[config.mk]
export PLATFORM = sky130hd
export DESIGN_NAME = pipeline_controller
export DESIGN_NICKNAME = d
export VERILOG_FILES = /design/src/rtl/pipeline_pkg.sv /design/src/rtl/sat_counter.sv /design/src/rtl/pipeline_controller.sv
export SDC_FILE = /design/constraint.sdc
export NUM_CORES = 1
export LEC_CHECK = 0
export CAP_MARGIN = 20
export CORE_AREA = 4 4 41 43
export CTS_BUF_LIST = sky130_fd_sc_hd__clkbuf_4 sky130_fd_sc_hd__clkbuf_8 sky130_fd_sc_hd__clkbuf_16
export DETAILED_ROUTE_END_ITERATION = 16
export DIE_AREA = 0 0 45 47
export PLACE_DENSITY = 0.46
export SYNTH_ARGS = -nofsm -noshare
export SYNTH_HDL_FRONTEND = slang
export SYNTH_SLANG_ARGS = --single-unit
export TNS_END_PERCENT = 30
[constraint.sdc]
create_clock -name clk -period 1.5 [get_ports clk]
set_input_delay 0.15 -clock clk [delete_from_list [all_inputs] [get_ports clk]]
set_output_delay 0.15 -clock clk [all_outputs]
set_load 0.02 [all_outputs]
[src/rtl/pipeline_pkg.sv]
// Shared types and constants for the pipeline hazard sequencing logic.
package pipeline_pkg;

  localparam int unsigned STALL_REQ_W = 2;

  // Requested stall lengths from hazard detection; 2'd3 behaves as STALL_TWO.
  localparam logic [STALL_REQ_W-1:0] STALL_NONE = 2'd0;
  localparam logic [STALL_REQ_W-1:0] STALL_ONE  = 2'd1;
  localparam logic [STALL_REQ_W-1:0] STALL_TWO  = 2'd2;

  typedef enum logic [0:0] {
    CTRL_RUN    = 1'b0,
    CTRL_STALL2 = 1'b1
  } ctrl_state_t;

endpackage : pipeline_pkg

[src/rtl/sat_counter.sv]
// Saturating up-counter with synchronous active-high clear.
module sat_counter #(
  parameter int unsigned WIDTH = 32
) (
  input  logic             clk,
  input  logic             reset,
  input  logic             inc,
  output logic [WIDTH-1:0] count
);

  // Count qualifying cycles, holding at all-ones instead of wrapping.
  always_ff @(posedge clk) begin
    if (reset) begin
      count <= '0;
    end else if (inc && (count != {WIDTH{1'b1}})) begin
      count <= count + WIDTH'(1);
    end
  end

endmodule : sat_counter

[src/rtl/pipeline_controller.sv]
// Hazard sequencing controller: turns stall/flush/memory-wait requests into
// stage-register write enables and bubble/flush controls. Optional performance
// counters are built when PIPELINE_CTRL_PERF_EN is defined.
module pipeline_controller
  import pipeline_pkg::*;
#(
  parameter int unsigned PERF_WIDTH = 32
) (
  input  logic                   clk,
  input  logic                   reset,
  input  logic [STALL_REQ_W-1:0] ID_StallReq,
  input  logic                   ID_FlushReq,
  input  logic                   IF_MemBusy,
  input  logic                   MEM_MemBusy,
  output logic                   PC_Write,
  output logic                   PC_Redirect,
  output logic                   IFID_Write,
  output logic                   IFID_Flush,
  output logic                   IDEX_Bubble,
  output logic                   IDEX_Write,
  output logic                   EXMEM_Write,
  output logic                   MEMWB_Write,
  output logic                   Stall_Active
`ifdef PIPELINE_CTRL_PERF_EN
  ,
  output logic [PERF_WIDTH-1:0]  Perf_StallCycles,
  output logic [PERF_WIDTH-1:0]  Perf_Flushes,
  output logic [PERF_WIDTH-1:0]  Perf_FreezeCycles
`endif
);

  ctrl_state_t state;
  ctrl_state_t state_next;

  // Reject a zero-width counter configuration at elaboration.
  if (PERF_WIDTH < 1) begin : g_bad_perf_width
    $error("pipeline_controller: PERF_WIDTH must be at least 1");
  end

  // State register; reset discards any pending second stall cycle.
  always_ff @(posedge clk) begin
    if (reset) begin
      state <= CTRL_RUN;
    end else begin
      state <= state_next;
    end
  end

  // Priority-ordered control decode and next-state logic.
  always_comb begin
    PC_Write     = 1'b1;
    PC_Redirect  = 1'b0;
    IFID_Write   = 1'b1;
    IFID_Flush   = 1'b0;
    IDEX_Bubble  = 1'b0;
    IDEX_Write   = 1'b1;
    EXMEM_Write  = 1'b1;
    MEMWB_Write  = 1'b1;
    Stall_Active = 1'b0;
    state_next   = state;

    if (reset) begin
      PC_Write   = 1'b0;
      IFID_Write = 1'b0;
      IFID_Flush = 1'b1;
      IDEX_Bubble = 1'b1;
      state_next = CTRL_RUN;
    end else if (MEM_MemBusy) begin
      // Freeze: hold every stage; pending requests are re-presented later.
      PC_Write    = 1'b0;
      IFID_Write  = 1'b0;
      IDEX_Write  = 1'b0;
      EXMEM_Write = 1'b0;
      MEMWB_Write = 1'b0;
    end else if (state == CTRL_STALL2) begin
      PC_Write     = 1'b0;
      IFID_Write   = 1'b0;
      IDEX_Bubble  = 1'b1;
      Stall_Active = 1'b1;
      state_next   = CTRL_RUN;
    end else if (ID_StallReq != STALL_NONE) begin
      // Branch operands are stale while stalling, so a flush is not honoured.
      PC_Write    = 1'b0;
      IFID_Write  = 1'b0;
      IDEX_Bubble = 1'b1;
      if (ID_StallReq >= STALL_TWO) begin
        state_next = CTRL_STALL2;
      end
    end else if (ID_FlushReq) begin
      // Redirect wins over an outstanding fetch; that fetch is abandoned.
      PC_Redirect = 1'b1;
      IFID_Flush  = 1'b1;
    end else if (IF_MemBusy) begin
      PC_Write   = 1'b0;
      IFID_Flush = 1'b1;
    end
  end

`ifdef PIPELINE_CTRL_PERF_EN
  logic stall_inc;
  logic flush_inc;
  logic freeze_inc;

  // Qualify each counter with the decode rule it tracks.
  always_comb begin
    freeze_inc = !reset && MEM_MemBusy;
    stall_inc  = !reset && !MEM_MemBusy &&
                 ((state == CTRL_STALL2) || (ID_StallReq != STALL_NONE));
    flush_inc  = !reset && !MEM_MemBusy && (state == CTRL_RUN) &&
                 (ID_StallReq == STALL_NONE) && ID_FlushReq;
  end

  sat_counter #(.WIDTH(PERF_WIDTH)) u_stall_cnt (
    .clk   (clk),
    .reset (reset),
    .inc   (stall_inc),
    .count (Perf_StallCycles)
  );

  sat_counter #(.WIDTH(PERF_WIDTH)) u_flush_cnt (
    .clk   (clk),
    .reset (reset),
    .inc   (flush_inc),
    .count (Perf_Flushes)
  );

  sat_counter #(.WIDTH(PERF_WIDTH)) u_freeze_cnt (
    .clk   (clk),
    .reset (reset),
    .inc   (freeze_inc),
    .count (Perf_FreezeCycles)
  );
`endif

endmodule : pipeline_controller

==> PnR_summary.wiki <==
{| class="wikitable"
! Metric !! Value
|-
| Avg WL per Cell || 9.56 um
|-
| Most common cell after layout, fill and taps aside || sky130_fd_sc_hd__dlygate4sd2_1
|-
| First-pass iteration count of the detailed router || 1
|-
| Mean instance size in the synthesized netlist || about 7.8 um^2
|-
| Post-layout instance count excluding filler cells || 50
|-
| Flip-flop and latch count after synthesis || 1
|-
| Layout Area Growth over Synthesis || 116%
|-
| Final clock skew || 0 ns
|-
| Sequential cell area fraction in the yosys report || 0.136
|-
| Count of final setup violators || 0
|-
| Number of fillers in the final layout || 155
|-
| Area of the multi-input gates || 115 um^2
|-
| Io pins || 16
|-
| Max-Slew Margin vs Limit || 0.786
|-
| Main area contributors after synthesis || sky130_fd_sc_hd__a2111oi_4, sky130_fd_sc_hd__dfxtp_1, sky130_fd_sc_hd__buf_4, sky130_fd_sc_hd__or3_4, sky130_fd_sc_hd__nor3_1
|-
| Total negative slack || 0 ns
|-
| Power Total || ~0.11 mW
|-
| Worst setup slack after layout || ~0.07 ns
|-
| Number of port buffers || 15
|-
| Endpoint arrival time on the critical path || 1.28 ns
|-
| Clock-pin slew reported for the worst setup and hold paths after clock tree synthesis || 0 ns
|-
| DIE AREA || 2120 um^2
|-
| Vias in the first global route || ~200
|-
| Number of DRC markers after the initial detailed-route iteration || 0
|-
| Register name with the most flops || state
|-
| Standard-cell rows || 13
|-
| Status || completed
|-
| Number of design rule violations left after detail routing || 0
|-
| Number of diodes added for antenna fixing || 0
|-
| Kind of end point of the critical path || output pin
|-
| Number of antenna violations at the first check in global routing || 0
|-
| Number of vias in the routed layout || 193
|-
| Gate Count Post-Synth || 19
|-
| Leak pwr || 0.132 nW
|-
| Leading registers by flop count || state: 1 flops
|-
| Final Hold Viols || 0
|-
| Unique masters post-synth || 15
|-
| Final worst path period need || 1.43 ns
|-
| Reported max-cap violation count || 0
|-
| Clock insertion delay at the later pin of the skew report || 0 ns
|-
| Largest stage delay on the critical path || 0.36 ns
|-
| Initial Utilization || 0.113
|-
| CP max FO || 3
|-
| Slew at the pin with the worst max-slew slack || between 0.3 and 0.4 ns
|-
| Max Transition Viols Final || 0
|-
| Post-synth top area cell || sky130_fd_sc_hd__a2111oi_4
|-
| Die extent in x || 45 um
|-
| Cell area after synthesis || 148 um^2
|-
| Quantity of hold-fixing buffers added after cts || 0
|-
| HPWL Detailed || approximately 420 um
|-
| Die height || 47 um
|-
| Layout cell share with drive strength beyond 1 || 0.343
|-
| WL final || 478 um
|-
| Crit share post-route || 0.953
|-
| Number of nets in the synthesized netlist || 26
|-
| Most frequent cells in the layout || sky130_fd_sc_hd__dlygate4sd2_1, sky130_fd_sc_hd__buf_4, sky130_fd_sc_hd__clkdlybuf4s50_1, sky130_fd_sc_hd__buf_2
|-
| Largest net degree at the start of global routing || 10
|-
| Layout net count || 44
|-
| Global route overflow || 0
|-
| Worst IR Drop VDD || 0.000188 V
|-
| Worst hold-check path type || reg -> reg
|-
| Floorplan Core Area || 1300 um^2
|-
| Number of flip-flops under the largest register name || 1
|-
| RSZ-0062 raised after global routing || no
|-
| Final weighted congestion of routability-driven global placement || ~0.63
|-
| Total global-route track usage || 0.0480
|-
| Worst setup slack before clock tree synthesis || -0.600 ns
|-
| Global-route wire length before repair || 834 um
|-
| Vias per cell || ~3.9
|-
| Peak clock frequency supported by timing || 700 MHz
|-
| Fraction of post-synthesis cell area in the top cell type by area || 0.186
|-
| Type of origin of the critical path || primary input
|-
| FF/Latch Area || approximately 20 um^2
|-
| Data required time of the worst path || 1.35 ns
|-
| Kind of critical path || in -> out
|-
| Layout Utilization || 0.245
|-
| Cell-by-cell trace of the critical path || dlygate4sd2_1 > or3_4 > a2111oi_4 > buf_2
|-
| Cell Pwr Density || 335 nW/um^2
|-
| ANT nets after route || 0
|-
| Yosys warnings || 0
|-
| Critical Path Slowest Stage Cell || sky130_fd_sc_hd__or3_4
|-
| Total placed cells including tap cells || 50
|}
==> critical path, delay by kind of cell <==
| family | cells | cell delay, ns |
|---|---|---|
| buffers and inverters | 2 | 0.45 |
| and+or+nand+nor | 1 | 0.36 |
| AOI/OAI and AO/OA | 1 | 0.31 |
==> kinds of logic (layout without fill, tap and decap cells) <==
logic type / after synthesis / in the layout / synth area share
buffers and inverters: 5 / 21 / 0.186
DFF: 1 / 1 / 0.136
and+or+nand+nor: 9 / 9 / 0.373
AOI/OAI and AO/OA: 4 / 4 / 0.305
==> metal layers <==
layer  up-vias  wire, um  GRT usage
met5         -         0          0
met4         0         0          0
met3         0        70     0.0115
met2        11       212     0.0763
met1        84       195     0.0698
li1         98         -          -
==> through the flow <==
step / cell area, um^2 / hold WS [ns]
floorplan: 154 / 0.219
global placement: 333 / 0.578
detailed placement: 333 / 0.599
CTS: 332 / 0.598
global route: 319 / 0.653
finish: 319 / 0.593
==> cell usage after synthesis <==
library cell / count
sky130_fd_sc_hd__buf_4: 2
sky130_fd_sc_hd__inv_1: 2
sky130_fd_sc_hd__nand2_1: 2
sky130_fd_sc_hd__nor3_1: 2
sky130_fd_sc_hd__a2111oi_4: 1
sky130_fd_sc_hd__a21oi_1: 1
sky130_fd_sc_hd__buf_2: 1
sky130_fd_sc_hd__dfxtp_1: 1
sky130_fd_sc_hd__nor2_1: 1
sky130_fd_sc_hd__nor3b_1: 1
sky130_fd_sc_hd__nor4_1: 1
sky130_fd_sc_hd__o21ai_0: 1
sky130_fd_sc_hd__o31ai_1: 1
sky130_fd_sc_hd__or3_4: 1
sky130_fd_sc_hd__or3b_2: 1
==> area by class of cell <==
| type | count | share of cell area |
|---|---|---|
| multi-input combinational | 13 | 0.361 |
| sequential | 1 | 0.0627 |
| tap | 15 | 0.0588 |
| timing repair buffer | 19 | 0.494 |
| inverter | 2 | 0.0235 |
==> path summary, 6_finish.rpt <==
| path | startpoint | endpoint | slack, ns | depth (start not counted) |
|---|---|---|---|---|
| setup / recovery | ID_StallReq[0] | PC_Write | 0.07 | 4 |
| hold / removal | state | state | 0.59 | 3 |
| setup reg to reg | state | state | 0.41 | 3 |
| hold reg to reg | state | state | 0.59 | 3 |
==> power breakdown <==
group	total (mW)	switching (mW)	internal [mW]
clock network	0	0	0
registers	0.0293	0.000676	0.0287
logic	0.0776	0.0406	0.0370
==> timing repair <==
action / 4_1_cts / 5_1_grt
resized for setup: 29 / 2
endpoints found under the hold margin: 0 / 0
pin swaps: 2 / 2
cloned: 0 / 0
endpoints found under the setup margin: 9 / 3
setup buffers: 0 / 0
Note: power is estimated with default switching activity, not from simulation.
